===== src/rtl/cplx_acc_collector.sv =====
// cplx_acc_collector
//   Downstream stage of the 4-DSP complex ALU. The unregistered {I,Q} ALU
//   result is re-timed against the issue strobe. A programmable number of
//   complex products is accumulated, and each finished sum is reduced to
//   DATA_WIDTH per component and queued in a small result FIFO with a
//   valid/ready output.
//
//   Build option: CPLX_ACC_SAT_EN
//     defined   - each component saturates to the signed DATA_WIDTH range;
//                 any clip sets the sticky sat_flag
//     undefined - each component wraps (low DATA_WIDTH bits); sat_flag = 0
//
// Ports
//   clk         rising-edge clock
//   rst         asynchronous active-low reset
//   issue_valid operands issued to the ALU this cycle
//   clear       synchronous flush of partial sum and in-flight samples
//   acc_len     products per result (0 is treated as 1)
//   alu_dout    {I,Q} ALU result, signed, valid ALU_LATENCY cycles after issue
//   stall       upstream must not issue
//   dout        {I,Q} result at the FIFO head
//   dout_valid  FIFO non-empty
//   dout_ready  consumer accepts dout
//   ovf_err     sticky: a result was dropped on a full FIFO
//   sat_flag    sticky: a result was clipped
//
// state  | meaning
// S_IDLE | no partial sum; next sample starts a group
// S_ACC  | group in progress, cnt samples accumulated so far
module cplx_acc_collector #(
  parameter int DATA_WIDTH  = 16,
  parameter int ALU_LATENCY = 4,
  parameter int ACC_WIDTH   = 24,
  parameter int FIFO_DEPTH  = 4
) (
  input  logic                    clk,
  input  logic                    rst,
  input  logic                    issue_valid,
  input  logic                    clear,
  input  logic [7:0]              acc_len,
  input  logic [2*DATA_WIDTH-1:0] alu_dout,
  output logic                    stall,
  output logic [2*DATA_WIDTH-1:0] dout,
  output logic                    dout_valid,
  input  logic                    dout_ready,
  output logic                    ovf_err,
  output logic                    sat_flag
);

  localparam int PW = $clog2(FIFO_DEPTH);
  localparam int CW = PW + 1;
  localparam int XW = ACC_WIDTH - DATA_WIDTH;

  typedef enum logic {S_IDLE, S_ACC} state_t;

  state_t                        state, state_nxt;
  logic [ALU_LATENCY-1:0]        vld_sr;
  logic                          smp_v;
  logic signed [ACC_WIDTH-1:0]   ext_i, ext_q, fin_i, fin_q;
  logic signed [ACC_WIDTH-1:0]   acc_i, acc_q, acc_i_nxt, acc_q_nxt;
  logic [7:0]                    cnt, cnt_nxt, len_q, len_nxt;
  logic                          complete;
  logic [DATA_WIDTH-1:0]         res_i, res_q;

  logic [2*DATA_WIDTH-1:0]       mem [FIFO_DEPTH];
  logic [PW-1:0]                 wr_ptr, rd_ptr;
  logic [CW-1:0]                 count;
  logic                          full, pop, push, drop;

  assign smp_v = vld_sr[ALU_LATENCY-1];
  assign ext_i = {{XW{alu_dout[2*DATA_WIDTH-1]}}, alu_dout[2*DATA_WIDTH-1:DATA_WIDTH]};
  assign ext_q = {{XW{alu_dout[DATA_WIDTH-1]}}, alu_dout[DATA_WIDTH-1:0]};
  // Running sum including the current sample; a new group starts from the sample alone.
  assign fin_i = (state == S_ACC) ? acc_i + ext_i : ext_i;
  assign fin_q = (state == S_ACC) ? acc_q + ext_q : ext_q;

  always_comb begin
    state_nxt = state;
    acc_i_nxt = acc_i;
    acc_q_nxt = acc_q;
    cnt_nxt   = cnt;
    len_nxt   = len_q;
    complete  = 1'b0;
    case (state)
      S_IDLE: begin
        if (smp_v) begin
          len_nxt   = (acc_len == 8'd0) ? 8'd1 : acc_len;
          acc_i_nxt = fin_i;
          acc_q_nxt = fin_q;
          cnt_nxt   = 8'd1;
          if (acc_len <= 8'd1) complete  = 1'b1;
          else                 state_nxt = S_ACC;
        end
      end
      S_ACC: begin
        if (smp_v) begin
          acc_i_nxt = fin_i;
          acc_q_nxt = fin_q;
          cnt_nxt   = cnt + 8'd1;
          if ((cnt + 8'd1) == len_q) begin
            complete  = 1'b1;
            state_nxt = S_IDLE;
          end
        end
      end
      default: state_nxt = S_IDLE;
    endcase
    if (clear) begin
      state_nxt = S_IDLE;
      acc_i_nxt = '0;
      acc_q_nxt = '0;
      cnt_nxt   = '0;
      complete  = 1'b0;
    end
  end

  always_ff @(posedge clk or negedge rst) begin
    if (!rst) begin
      state  <= S_IDLE;
      vld_sr <= '0;
      acc_i  <= '0;
      acc_q  <= '0;
      cnt    <= '0;
      len_q  <= '0;
    end else begin
      state  <= state_nxt;
      vld_sr <= clear ? '0 : ((vld_sr << 1) | ALU_LATENCY'(issue_valid));
      acc_i  <= acc_i_nxt;
      acc_q  <= acc_q_nxt;
      cnt    <= cnt_nxt;
      len_q  <= len_nxt;
    end
  end

`ifdef CPLX_ACC_SAT_EN
  localparam logic signed [ACC_WIDTH-1:0] SAT_MAX = {{(XW+1){1'b0}}, {(DATA_WIDTH-1){1'b1}}};
  localparam logic signed [ACC_WIDTH-1:0] SAT_MIN = {{(XW+1){1'b1}}, {(DATA_WIDTH-1){1'b0}}};

  logic clip;

  function automatic logic [DATA_WIDTH-1:0] sat_fn(input logic signed [ACC_WIDTH-1:0] v);
    if (v > SAT_MAX)      return {1'b0, {(DATA_WIDTH-1){1'b1}}};
    else if (v < SAT_MIN) return {1'b1, {(DATA_WIDTH-1){1'b0}}};
    else                  return v[DATA_WIDTH-1:0];
  endfunction

  assign res_i = sat_fn(fin_i);
  assign res_q = sat_fn(fin_q);
  assign clip  = (fin_i > SAT_MAX) || (fin_i < SAT_MIN) || (fin_q > SAT_MAX) || (fin_q < SAT_MIN);

  // Clipping counts even when the result is then dropped on a full FIFO.
  always_ff @(posedge clk or negedge rst) begin
    if (!rst)                 sat_flag <= 1'b0;
    else if (complete && clip) sat_flag <= 1'b1;
  end
`else
  assign res_i    = fin_i[DATA_WIDTH-1:0];
  assign res_q    = fin_q[DATA_WIDTH-1:0];
  assign sat_flag = 1'b0;
`endif

  assign full       = (count == CW'(FIFO_DEPTH));
  assign dout_valid = (count != '0);
  assign dout       = mem[rd_ptr];
  assign stall      = (count >= CW'(FIFO_DEPTH - 1));
  assign pop        = dout_valid && dout_ready;
  // A pop in the same cycle frees the slot, so a full FIFO still takes the push.
  assign push       = complete && (!full || pop);
  assign drop       = complete && full && !pop;

  always_ff @(posedge clk or negedge rst) begin
    if (!rst) begin
      wr_ptr  <= '0;
      rd_ptr  <= '0;
      count   <= '0;
      ovf_err <= 1'b0;
      for (int i = 0; i < FIFO_DEPTH; i++) mem[i] <= '0;
    end else begin
      if (push) begin
        mem[wr_ptr] <= {res_i, res_q};
        wr_ptr      <= wr_ptr + PW'(1);
      end
      if (pop) rd_ptr <= rd_ptr + PW'(1);
      if (push && !pop)      count <= count + CW'(1);
      else if (pop && !push) count <= count - CW'(1);
      if (drop) ovf_err <= 1'b1;
    end
  end

endmodule


===== config.mk =====
export PLATFORM = sky130hd
export DESIGN_NAME = cplx_acc_collector
export DESIGN_NICKNAME = d
export VERILOG_FILES = /design/src/rtl/cplx_acc_collector.sv
export SDC_FILE = /design/constraint.sdc
export NUM_CORES = 1
export LEC_CHECK = 0
export ABC_AREA = 1
export CAP_MARGIN = 20
export CORE_ASPECT_RATIO = 0.9
export CORE_MARGIN = 8
export CORE_UTILIZATION = 40
export CTS_CLUSTER_DIAMETER = 30
export DETAILED_ROUTE_END_ITERATION = 8
export GPL_ROUTABILITY_DRIVEN = 1
export PLACE_DENSITY = 0.69
export SYNTH_ARGS = -nofsm -noshare
export SYNTH_HDL_FRONTEND = slang
export SYNTH_SLANG_ARGS = --single-unit

===== constraint.sdc =====
create_clock -name clk -period 4 [get_ports clk]
set_clock_uncertainty 0.15 [all_clocks]
set_input_delay 0.4 -clock clk [delete_from_list [all_inputs] [get_ports clk]]
set_output_delay 0.4 -clock clk [all_outputs]
set_load 0.05 [all_outputs]

-- Word-level counts from Yosys, hierarchy flattened
Index checks and enable logic that the tools add are counted.
- $lt $le $gt $ge: 5
- equal/unequal tests: 4
- bitwise logic cells: 4
- add/subtract/negate cells: 7
- reduce and logical (&&, ||, !) cells: 17
- mux-type cells: 32
- operator list (kind ; count):
    2-to-1 mux 24 bit ; 6
    bitwise mux 128 bit ; 1
    2-to-1 mux 32 bit ; 3
    binary-select mux 32 bit (select 2 bit) ; 1
    demux 32 bit (select 2 bit) ; 1
    adder 24 x 16 -> 24 bit ; 2
    2-to-1 mux 8 bit ; 4
    one-hot mux 8 bit (2 select lines) ; 1
    2-to-1 mux 1 bit ; 10
    adder 8 x 1 -> 8 bit (second input constant) ; 1
    == test 8 bit ; 1
    <= comparator 8 x 1 -> 1 bit (second input constant) ; 1
    logical NOT 8 bit ; 1
    logical AND 1 bit ; 7
    greater-or-equal comparator 3 bit (second input constant) ; 2
    2-to-1 mux 3 bit ; 2
    NOT 2 -> 3 bit ; 2
    adder 2 x 1 -> 2 bit (second input constant) ; 2
    2-to-1 mux 4 bit ; 1
    OR 4 x 1 -> 4 bit ; 1
    one-hot mux 1 bit (2 select lines) ; 2
    AND reduction 2 bit ; 2
    nonzero test 2 bit ; 2
    adder 3 x 1 -> 3 bit (second input constant) ; 1
    10 further kinds ; 12
- register bits: 205
- output and inout port bits: 36
- logic and storage cells: 83
- input bits: 45

-- Depth between registers and ports, before layout
Gate-level depths: netlist of run 1.
- depth in word-level cells: 11
- gate-level depth with buffers: 20
- depth with buffers taken out: 20

-- Worst setup path before layout of run 1
OpenSTA, ideal clock, no wires.
- kind: register -> register
- from: register cnt[0]
- to: register count[2]
- path slack: 1085 ps
- buffers on the path: 0
- cell stages (with the launch flop): 18
- library setup time: 131 ps
- data required time: 3719 ps
- period minus slack after synthesis: 2915 ps
- data arrival time: 2634 ps
- cells stage by stage: dfrtp_1 ha_1 xor2_1 nor2_1 nand2_1 nor2_1 nand2_1 nor2_1 nand2_1 nand2_2 nand2_1 nor2_2 ha_1 inv_1 fa_1 a21oi_1 o21ai_0 xor2_1
- word-level cells in the longest chain between the ends: 10
- elaborated cells on any way between the ends: 12
- those cells by class: add/sub: 1; eq/ne: 1; mux: 5; reduce/logical: 5
- RTL lines (what ; RTL line ; text):
    start, declared ; 61 ; logic [7:0] cnt, cnt_nxt, len_q, len_nxt;
    start signal, assigned ; 130 ; cnt <= cnt_nxt;
    adder 8 x 1 -> 8 bit * ; 100 ; if ((cnt + 8'd1) == len_q) begin
    == test 8 bit * ; 100 ;
    2-to-1 mux 1 bit * ; 100 ;
    2-to-1 mux 1 bit * ; 96 ; if (smp_v) begin
    one-hot mux 1 bit (2 select lines) * ; 84 ; case (state)
    2-to-1 mux 1 bit * ; 108 ; if (clear) begin
    logical AND 1 bit * ; 168 ; assign push = complete && (!full || pop);
    net push ; 68 ; logic full, pop, push, drop;
    logical NOT 1 bit ; 185 ; else if (pop && !push) count <= count - CW'(1);
    logical AND 1 bit ; 185 ;
    nonzero test 2 bit (no source line) ; -- ;
    end signal, assigned ; 184 ; if (push && !pop) count <= count + CW'(1);
    end signal, assigned ; 185 ;
    end, declared ; 67 ; logic [CW-1:0] count;
Mark *: on every way through the listed nets, which the timed path passes. The rest lies on a longest branch.
A chain may end at the register's enable or synchronous reset.

-- Worst setup path in the final report of run 1
- from: register rd_ptr[0]
- to: output dout[5]
- word-level cells in the longest chain between the ends: 4
- RTL lines (what ; RTL line ; text):
    start, declared ; 66 ; logic [PW-1:0] wr_ptr, rd_ptr;
    start signal, assigned ; 183 ; if (pop) rd_ptr <= rd_ptr + PW'(1);
    NOT 2 -> 3 bit (implied by the code) ; 164 ; assign dout = mem[rd_ptr];
    binary-select mux 32 bit (select 2 bit) ; 164 ;
    2-to-1 mux 32 bit (implied by the code) (2 in a row) ; 164 ;
    end, declared ; 43 ; output logic [2*DATA_WIDTH-1:0] dout,
No other way between the ends. The select of a mux whose other input is x is not followed.

==> results.ini, run 1 <==
[synth]
syn_nets = 1490
synth-seq-cells = 189
synth-compound-area-share_pct = 10.8
yosys.area_share.xor_xnor_pct = 1.45
ys_seq_area_share_pct = 43.6
synthAdderAreaFrac_pct = 4.71
postSynthAreaPerCell_um2 = 7.71
ys_warn_count = 0
synthMuxAreaShare_pct = 0.727
synth_top_family_by_area = simple AND/OR/NAND/NOR gates
synth-simple-area-share_pct = 31.7
syn_inst = 1406
syn_area_um2 = 10800
ys_types = 36

[layout]
drive_gt1_share_pct = 5.31
finalNonFillerCells = 1803
antenna_cells = 0
nFillCells = 2671
most-common-layout-cells = nand2_1, dfrtp_1, nand4_1
nets = 1520
syn2layout_area_growth_pct = 14.7
fin_util_pct = 46.4
final_common_cell = nand2_1

[sta]
relSlewSlack_pct = 33.4
fmax_mhz = 292
post-route-period-util_pct = 85.5
drv_slew = 0
hold_viol = 0
finalSetupViolations = 0
rsz0062_at_grt = no
worstMarginPinSlew_ps = 998
setup_tns_ps = 0
min_period_ps = 3420
timing.final.ws_setup_ps = 579

[power_and_ir_drop]
combPwrFrac_pct = 43.8
intPower_w = 0.00382
power_leakage_nw = 6.41
pwr-share-seq_pct = 30.3
vdd_drop_max_uv = 377
power_w = 0.00688
power.density_nw_per_um2 = 553
p_switching_w = 0.00306
sw_frac_of_total_pct = 44.5
p_clk_share_pct = 25.9

[detailed_routing]
drc = 0
dr.first_iter.drc_count = 1116
firstDrtPassIters = 5
dr_total_vias = 10111
wl_per_cell_um = 17.4
via_per_inst = 5.61
routed_wirelength_um = 31300
ant_nets = 0

[floorplan]
die_x_um = 190
start_util_pct = 40.4
floorplan.rows = 57
dieArea_um2 = 32600
coreArea_um2 = 26800
die_h_um = 172
io_pins = 81

[critical_path]
cp.required_ps = 3450
reg2regPathDepth = 19
startpoint_type = register
crit_arrival_ps = 2870
path_class = reg -> out
end_kind = primary output
r2r_start = cnt[0]
worstReg2RegEnd = count[2]
r2r_slack_ps = 730
crit_fanout = 28

[grt]
first_global_vias = 9804
antenna_found_initial = 0
grt_pass1_wl_um = 51700
grt_max_degree = 129
track_usage_pct = 19.4
overflow = 0

[hold_path]
holdPathStages = 3
min_path_type = in -> reg
min_to = vld_sr[0]
min_from = issue_valid

[clocking]
root_buffer = clkbuf_16
path_clk_slew_ps = 70
cts-buffers-inserted = 17
clkLatencyLatePin_ps = 450
cts_tree = done
htreeDepth = 4
clock_sinks = 189
cts_resized = 0
clk_path_buf_depth = 2
postCtsSetupRepairBufs = 0

[place]
routabilityCongestion = 0.908
place_worst_setup_slack_ps = 462
port-buffer-count = 79
place_inst = 1770
dp_hpwl_um = 20000

[flow_run]
max_cap_viol_count = 0

[run_status]
status = finished, final reports clean

==> cells in the mapped netlist <==
cell type,n,area (um2)
nand2_1,475,1780
dfrtp_1,189,4730
nand4_1,134,838
nor2_1,106,398
o21ai_0,85,425
inv_1,76,285
clkbuf_1,62,233
nand3_1,48,240
a21oi_1,38,190
o22ai_1,37,231
ha_1,36,450
a22o_1,29,254
buf_6,13,146
buf_2,12,60.1
xor2_1,12,105
mux2_2,7,78.8
nand3b_1,7,52.6
xnor2_1,6,52.6
nand4_2,4,50.1
and2_1,3,18.8
fa_1,3,60.1
nor3_1,3,15.0
o21bai_1,3,22.5
buf_1,2,7.51
buf_4,2,15.0
clkbuf_2,2,10.0
o21a_1,2,15.0
or2_2,2,12.5
a21o_1,1,7.51
a21oi_4,1,16.3
a32o_1,1,10.0
conb_1,1,3.75
nand2_2,1,6.26
nand3_2,1,10.0
nor2_2,1,6.26
nor4_1,1,6.26
==> timing repair <==
item	CTS	global route
hold endpoints to repair	1	0
hold buffers	1	0
setup endpoints to repair	0	0
==> critical path: stages (launching register included) <==
cell	delay, ps
dfrtp_2	400
inv_2	420
buf_4	380
o21ai_0	110
o22ai_1	250
clkdlybuf4s50_1	870
==> cell families (layout without fill, tap and decap cells) <==
| logic type | Yosys count | after routing |
|---|---|---|
| buffers and inverters | 169 | 212 |
| muxes | 7 | 7 |
| DFF | 189 | 189 |
| AOI/OAI and AO/OA | 197 | 197 |
| adders and majority gates | 39 | 39 |
| other | 1 | 1 |
| xor gates and xnor gates | 18 | 18 |
| and+or+nand+nor | 786 | 786 |
==> state kept, by name (all words and copies together), names as in the netlist <==
signal	cells
ovf_err	1
acc_i	16
vld_sr	4
acc_q	16
state	1
count	3
rd_ptr	2
cnt	8
wr_ptr	2
len_q	8
mem	128
==> routing by layer <==
layer	GRT usage, %	share of wire [%]
met5	0	0
met1	27.7	47
met2	29.9	45
met3	3.29	6.3
met4	5.91	2.1
==> power groups by stage <==
stage | clock, W | sequential (W) | combinational, W
finish | 0.00178 | 0.00209 | 0.00301
CTS | 0.00180 | 0.00209 | 0.00300
detailed placement | 0 | 0.00212 | 0.00299
floorplan | 0 | 0.00211 | 0.00194
global route | 0.00187 | 0.00210 | 0.00320
global placement | 0 | 0.00212 | 0.00297
==> metrics by stage <==
step	hold slack (ps)	cell area [um2]
5_1_grt	323	12400
3_3_place_gp	287	11800
6_report	312	12400
4_1_cts	303	12400
3_5_place_dp	310	11800
2_1_floorplan	-45.6	10800
==> area by class of cell <==
cell class              count  area (um2)  share of cell area (%)
clock buffers              18         429                    3.45
multi-input cells        1048        5370                    43.2
flip-flops and latches    189        4730                    38.0
repair buffers            104        1010                    8.12
inverters                  76         285                    2.29
well taps                 354         443                    3.56
clock inverters            14         171                    1.38
==> worst max-delay path by stage <==
stage,start,endpoint,depth (start not counted)
2_1_floorplan,cnt[0],count[2],17
3_3_place_gp,acc_len[7],count[2],14
3_5_place_dp,acc_len[7],count[2],14
4_1_cts,rd_ptr[0],dout[5],5
5_1_grt,cnt[0],count[2],19
6_report,rd_ptr[0],dout[5],5
(Power assumes the default switching activity.)
==> run 2, diff against run 1 <==
--- a/config.mk
+++ b/config.mk
@@ -12,8 +12,9 @@
 export CORE_UTILIZATION = 40
 export CTS_CLUSTER_DIAMETER = 30
 export DETAILED_ROUTE_END_ITERATION = 8
+export DONT_BUFFER_PORTS = 1
 export GPL_ROUTABILITY_DRIVEN = 1
-export PLACE_DENSITY = 0.69
+export PLACE_DENSITY = 0.65
 export SYNTH_ARGS = -nofsm -noshare
 export SYNTH_HDL_FRONTEND = slang
 export SYNTH_SLANG_ARGS = --single-unit
==> results.ini, run 2 (synthesis results as in run 1) <==
[clocking]
clkLatencyLatePin_ps = 440  ; about the same
cts-buffers-inserted = 17  ; unchanged
cts_hold_buffers = 11  ; +10
path_clk_slew_ps = 80  ; about the same
postCtsSetupRepairBufs = 0  ; unchanged
htreeDepth = 4  ; unchanged
clk_path_buf_depth = 2  ; unchanged
cts_resized = 0  ; unchanged
root_buffer = clkbuf_16
cts_tree = done
clock_sinks = 189  ; unchanged

[floorplan]
dieArea_um2 = 32600  ; unchanged
floorplan.rows = 57  ; unchanged
coreArea_um2 = 26800  ; unchanged
die_h_um = 172  ; unchanged
io_pins = 81  ; unchanged
start_util_pct = 40.4  ; unchanged
die_x_um = 190  ; unchanged

[layout]
design_area_um2 = 12000  ; -3.7%
syn2layout_area_growth_pct = 10.5
final_common_cell = nand2_1
antenna_cells = 0  ; unchanged
reg_top3 = mem (128), acc_i (16), acc_q (16)
regArea_um2 = 4730  ; unchanged
drive_gt1_share_pct = 7.72  ; +2.4 points
nFillCells = 2701  ; +1.1%
largest_reg_flops = 128  ; unchanged
fin_util_pct = 44.7  ; -1.7 points
most-common-layout-cells = nand2_1, dfrtp_1, nand4_1
multi_input_area_um2 = 5370  ; unchanged
regMostFlops = mem
nets = 1483  ; -2.4%

[detailed_routing]
ant_nets = 0  ; unchanged
firstDrtPassIters = 7  ; +2
drc = 0  ; unchanged
dr.first_iter.drc_count = 807  ; -28%
dr_total_vias = 9863  ; -2.5%
routed_wirelength_um = 31700  ; +1.3%
via_per_inst = 5.58  ; -0.41%
wl_per_cell_um = 18.0  ; +3.4%

[critical_path]
path_cells = ha_1 > nand2_1 > nor2_1 > nand2_1 > nand2_1 > nor2_1 > nor2_1 > nand2_1 > nor2_1 > nand2_1 > nand2_2 > nand2_1 > nor2_2 > ha_1 > inv_1 > fa_1 > a21oi_1 > o21ai_0 > xor2_1
crit_fanout = 7  ; -75%
cp.required_ps = 4160  ; +710 ps
worstReg2RegEnd = count[2]
startpoint_type = register
path_class = reg -> reg
reg2regPathDepth = 19  ; unchanged
cpPeakStageDelay_ps = 460  ; -410 ps
critical_path.slowest_cell = dfrtp_1
end_kind = register
r2r_start = cnt[0]
crit_arrival_ps = 3520  ; +650 ps
path_common_cell = nand2_1
r2r_slack_ps = 640  ; -90 ps

[hold_path]
min_path_type = in -> async

[grt]
overflow = 0  ; unchanged
first_global_vias = 9604  ; -2.0%
grt_use_met2_pct = 30.8  ; +0.92 points
grt_use_met1_pct = 26.6  ; -1.1 points
grt-busiest-layer = met2
antenna_found_initial = 1  ; +1
met3_usage_pct = 4.74  ; +1.5 points
track_usage_pct = 19.5  ; +0.090 points
grt_pass1_wl_um = 51300  ; -0.69%
grt_max_degree = 190  ; +47%

[sta]
worstMarginPinSlew_ps = 994  ; -4.53 ps
relSlewSlack_pct = 33.7  ; +0.30 points
timing.final.ws_setup_ps = 645  ; +65.5 ps
hold_viol = 189  ; +189
post-route-period-util_pct = 83.9  ; -1.6 points
rsz0062_at_grt = no
setup_tns_ps = 0  ; unchanged
whs_ps = -506  ; -818 ps
min_period_ps = 3360  ; -65.5 ps
drv_slew = 0  ; unchanged
fmax_mhz = 298  ; +2.0%
finalSetupViolations = 0  ; unchanged

[power_and_ir_drop]
power.density_nw_per_um2 = 559  ; +1.2%
power_leakage_nw = 6.31  ; -1.5%
vdd_drop_max_uv = 403  ; +6.9%

[place]
dp_hpwl_um = 19800  ; -0.77%
place_worst_setup_slack_ps = 715  ; +253 ps
placed_area_um2 = 11300  ; -4.8%
routabilityCongestion = 0.933  ; +2.8%
port-buffer-count = 0  ; -100%

[flow_run]
max_cap_viol_count = 0  ; unchanged

[run_status]
violations = negative hold slack
status = finished with violations

run 2: critical path: cells and delay by family (launching register included):
| kind | cells | cell delay [ps] |
|---|---|---|
| compound gates | 2 | 270 |
| xor+xnor | 1 | 150 |
| fa+ha+maj | 3 | 810 |
| buf+inv | 1 | 70 |
| flops | 1 | 460 |
| simple gates | 12 | 1330 |
run 2: worst max-delay path by stage:
stage / start / endpoint / slack [ps]
detailed placement: cnt[0] / count[2] / 710
global placement: cnt[0] / count[2] / 770
floorplan: cnt[0] / count[2] / 1090
finish: cnt[0] / count[2] / 640
global route: cnt[0] / count[2] / 380
CTS: cnt[0] / count[2] / 660
run 2: layer usage:
layer  wire, um  part of all wire, %
met5         13                0.041
met2      14400                   45
met1      14500                   46
met3       2450                  7.7
met4        369                  1.2
run 2: area by class of cell:
| type | instances | area share, % |
|---|---|---|
| Multi-Input combinational cell | 1048 | 44.8 |
| Sequential cell | 189 | 39.5 |
| Timing Repair Buffer | 67 | 4.53 |
| Tap cell | 354 | 3.70 |
| Clock buffer | 18 | 3.66 |
| Inverter | 76 | 2.38 |
| Clock inverter | 14 | 1.44 |
run 2: per-stage QoR:
step / power, W / instances
finish: 0.00670 / 1766
global route: 0.00700 / 1766
CTS: 0.00673 / 1766
detailed placement: 0.00493 / 1723
global placement: 0.00492 / 1723
floorplan: 0.00405 / 1406
run 2: report_power, final:
group          internal (W)  leakage, nW  switching (W)
registers           0.00201         2.59      0.0000745
clock network      0.000965        0.299       0.000830
logic              0.000731         3.42        0.00209
==> run 3, diff against run 2 <==
==> constraint.sdc (replaced) <==
create_clock -name clk -period 3.28 [get_ports clk]
set_clock_uncertainty 0.15 [all_clocks]
set_input_delay 0.328 -clock clk [delete_from_list [all_inputs] [get_ports clk]]
set_output_delay 0.328 -clock clk [all_outputs]
set_load 0.05 [all_outputs]
==> results.ini, run 3 (synthesis results as in run 1) <==
[floorplan]
die_h_um = 172  ; unchanged
io_pins = 81  ; unchanged
start_util_pct = 40.4  ; unchanged
die_x_um = 190  ; unchanged
coreArea_um2 = 26800  ; unchanged
dieArea_um2 = 32600  ; unchanged
floorplan.rows = 57  ; unchanged

[clocking]
cts_hold_buffers = 11  ; unchanged
root_buffer = clkbuf_16
cts-buffers-inserted = 17  ; unchanged
cts_tree = done
clkLatencyLatePin_ps = 450  ; about the same
path_clk_slew_ps = 80  ; about the same
clock_sinks = 189  ; unchanged
clk_path_buf_depth = 2  ; unchanged
htreeDepth = 4  ; unchanged

[detailed_routing]
wl_per_cell_um = 17.9  ; -0.40%
drc = 0  ; unchanged
via_per_inst = 5.58  ; about the same
firstDrtPassIters = 5  ; -2
routed_wirelength_um = 31700  ; about the same
dr_total_vias = 9893  ; +0.30%
ant_nets = 0  ; unchanged
dr.first_iter.drc_count = 945  ; +17%

[critical_path]
cp.required_ps = 3460  ; -700 ps
worstReg2RegEnd = count[2]
critPathLaunch = cnt[0]
path_class = reg -> reg
startpoint_type = register
cp-endpoint = count[2]
r2r_slack_ps = 280  ; -360 ps
crit_arrival_ps = 3180  ; -340 ps
end_kind = register
crit_fanout = 4  ; -3
r2r_start = cnt[0]
reg2regPathDepth = 19  ; unchanged

[grt]
antenna_found_initial = 0  ; -1
first_global_vias = 9495  ; -1.1%
grt_max_degree = 190  ; unchanged
overflow = 0  ; unchanged
track_usage_pct = 19.7  ; +0.16 points
grt_pass1_wl_um = 51700  ; +0.70%

[layout]
design_area_um2 = 12100  ; +0.90%
final_common_cell = nand2_1
regMostFlops = mem
nFillCells = 2703  ; +0.074%
syn2layout_area_growth_pct = 11.5
most-common-layout-cells = nand2_1, dfrtp_1, nand4_1
drive_gt1_share_pct = 8.18  ; +0.46 points
antenna_cells = 0  ; unchanged
nets = 1489  ; +0.40%
largest_reg_flops = 128  ; unchanged
reg_top3 = mem (128), acc_i (16), acc_q (16)
fin_util_pct = 45.1  ; +0.40 points
finalNonFillerCells = 1772  ; +0.34%

[sta]
hold_viol = 189  ; unchanged
drv_slew = 0  ; unchanged
post-route-period-util_pct = 91.3  ; +7.4 points
rsz0062_at_grt = no
fmax_mhz = 334  ; +12%
worstMarginPinSlew_ps = 869  ; -125 ps
relSlewSlack_pct = 42.0  ; +8.3 points
setup_tns_ps = 0  ; unchanged
whs_ps = -571  ; -65.2 ps
finalSetupViolations = 0  ; unchanged
min_period_ps = 3000  ; -360 ps

[run_status]
status = finished with violations
violations = negative hold slack

[place]
placed_area_um2 = 11300  ; +0.67%
routabilityCongestion = 0.903  ; -3.3%
port-buffer-count = 0  ; unchanged
place_inst = 1728  ; +0.29%
dp_hpwl_um = 20100  ; +1.4%

[hold_path]
min_path_type = in -> async

[power_and_ir_drop]
power_leakage_nw = 6.36  ; +0.73%
power.density_nw_per_um2 = 679  ; +21%
vdd_drop_max_uv = 537  ; +33%

[flow_run]
max_cap_viol_count = 0  ; unchanged

run 3: changes by cell type in the layout (fill, tap and decap cells not counted), moves of 2 or more:
| cell | before | now |
|---|---|---|
| inv_8 | 2 | 4 |
| clkinv_8 | 1 | 3 |
| buf_4 | 55 | 58 |
| buf_12 | 1 | 4 |
| inv_6 | 6 | 2 |
run 3: worst max-delay path, stage by stage (launching register included):
cell,delay (ps)
dfrtp_1,360
ha_2,210
nand2_1,100
nor2_1,150
nand2_1,70
nand2_1,70
nor2_1,40
nor2_1,90
nand2_1,70
nor2_1,90
nand2_1,120
nand2_2,90
nand2_1,120
nor2_4,150
ha_1,150
inv_1,60
fa_1,380
a21oi_1,140
o21ai_0,110
xor2_1,150
run 3: area by class of cell:
class	count	area, um2	share of cell area, %
clock inverter	15	204	1.69
timing repair buffer	73	626	5.17
multi-input combinational	1048	5380	44.5
sequential	189	4730	39.1
clock buffer	17	425	3.52
inverter	76	285	2.36
tap	354	443	3.66
run 3: routing by layer:
metal,share of wire [%],GRT usage (%)
met1,45,26.7
met2,45,30.7
met3,7.8,5.18
met4,1.7,5.37
met5,0,0
run 3: how the worst min path moves through the flow:
stage                           to  cells after the start
after floorplan           acc_i[0]                      0
after CTS                  mem[17]                      0
after global placement    acc_i[9]                      0
after global routing      acc_i[8]                      0
after detailed placement  acc_i[9]                      0
final                     acc_i[7]                      0
run 3: timing repair:
item	CTS	global route
buffers inserted	0	1
gates resized for setup	0	2
endpoints found under the hold margin	203	189
setup endpoints to repair	0	2
run 3: through the flow:
step / power (W) / setup slack [ps]
floorplan: 0.00494 / 365
global placement: 0.00602 / 238
detailed placement: 0.00604 / 197
CTS: 0.00827 / 199
global route: 0.00860 / 28.5
finish: 0.00822 / 285
run 3: power breakdown:
part           internal, W  switching (W)
clock              0.00117        0.00104
combinational     0.000916        0.00254
sequential         0.00246      0.0000924
total              0.00454        0.00367
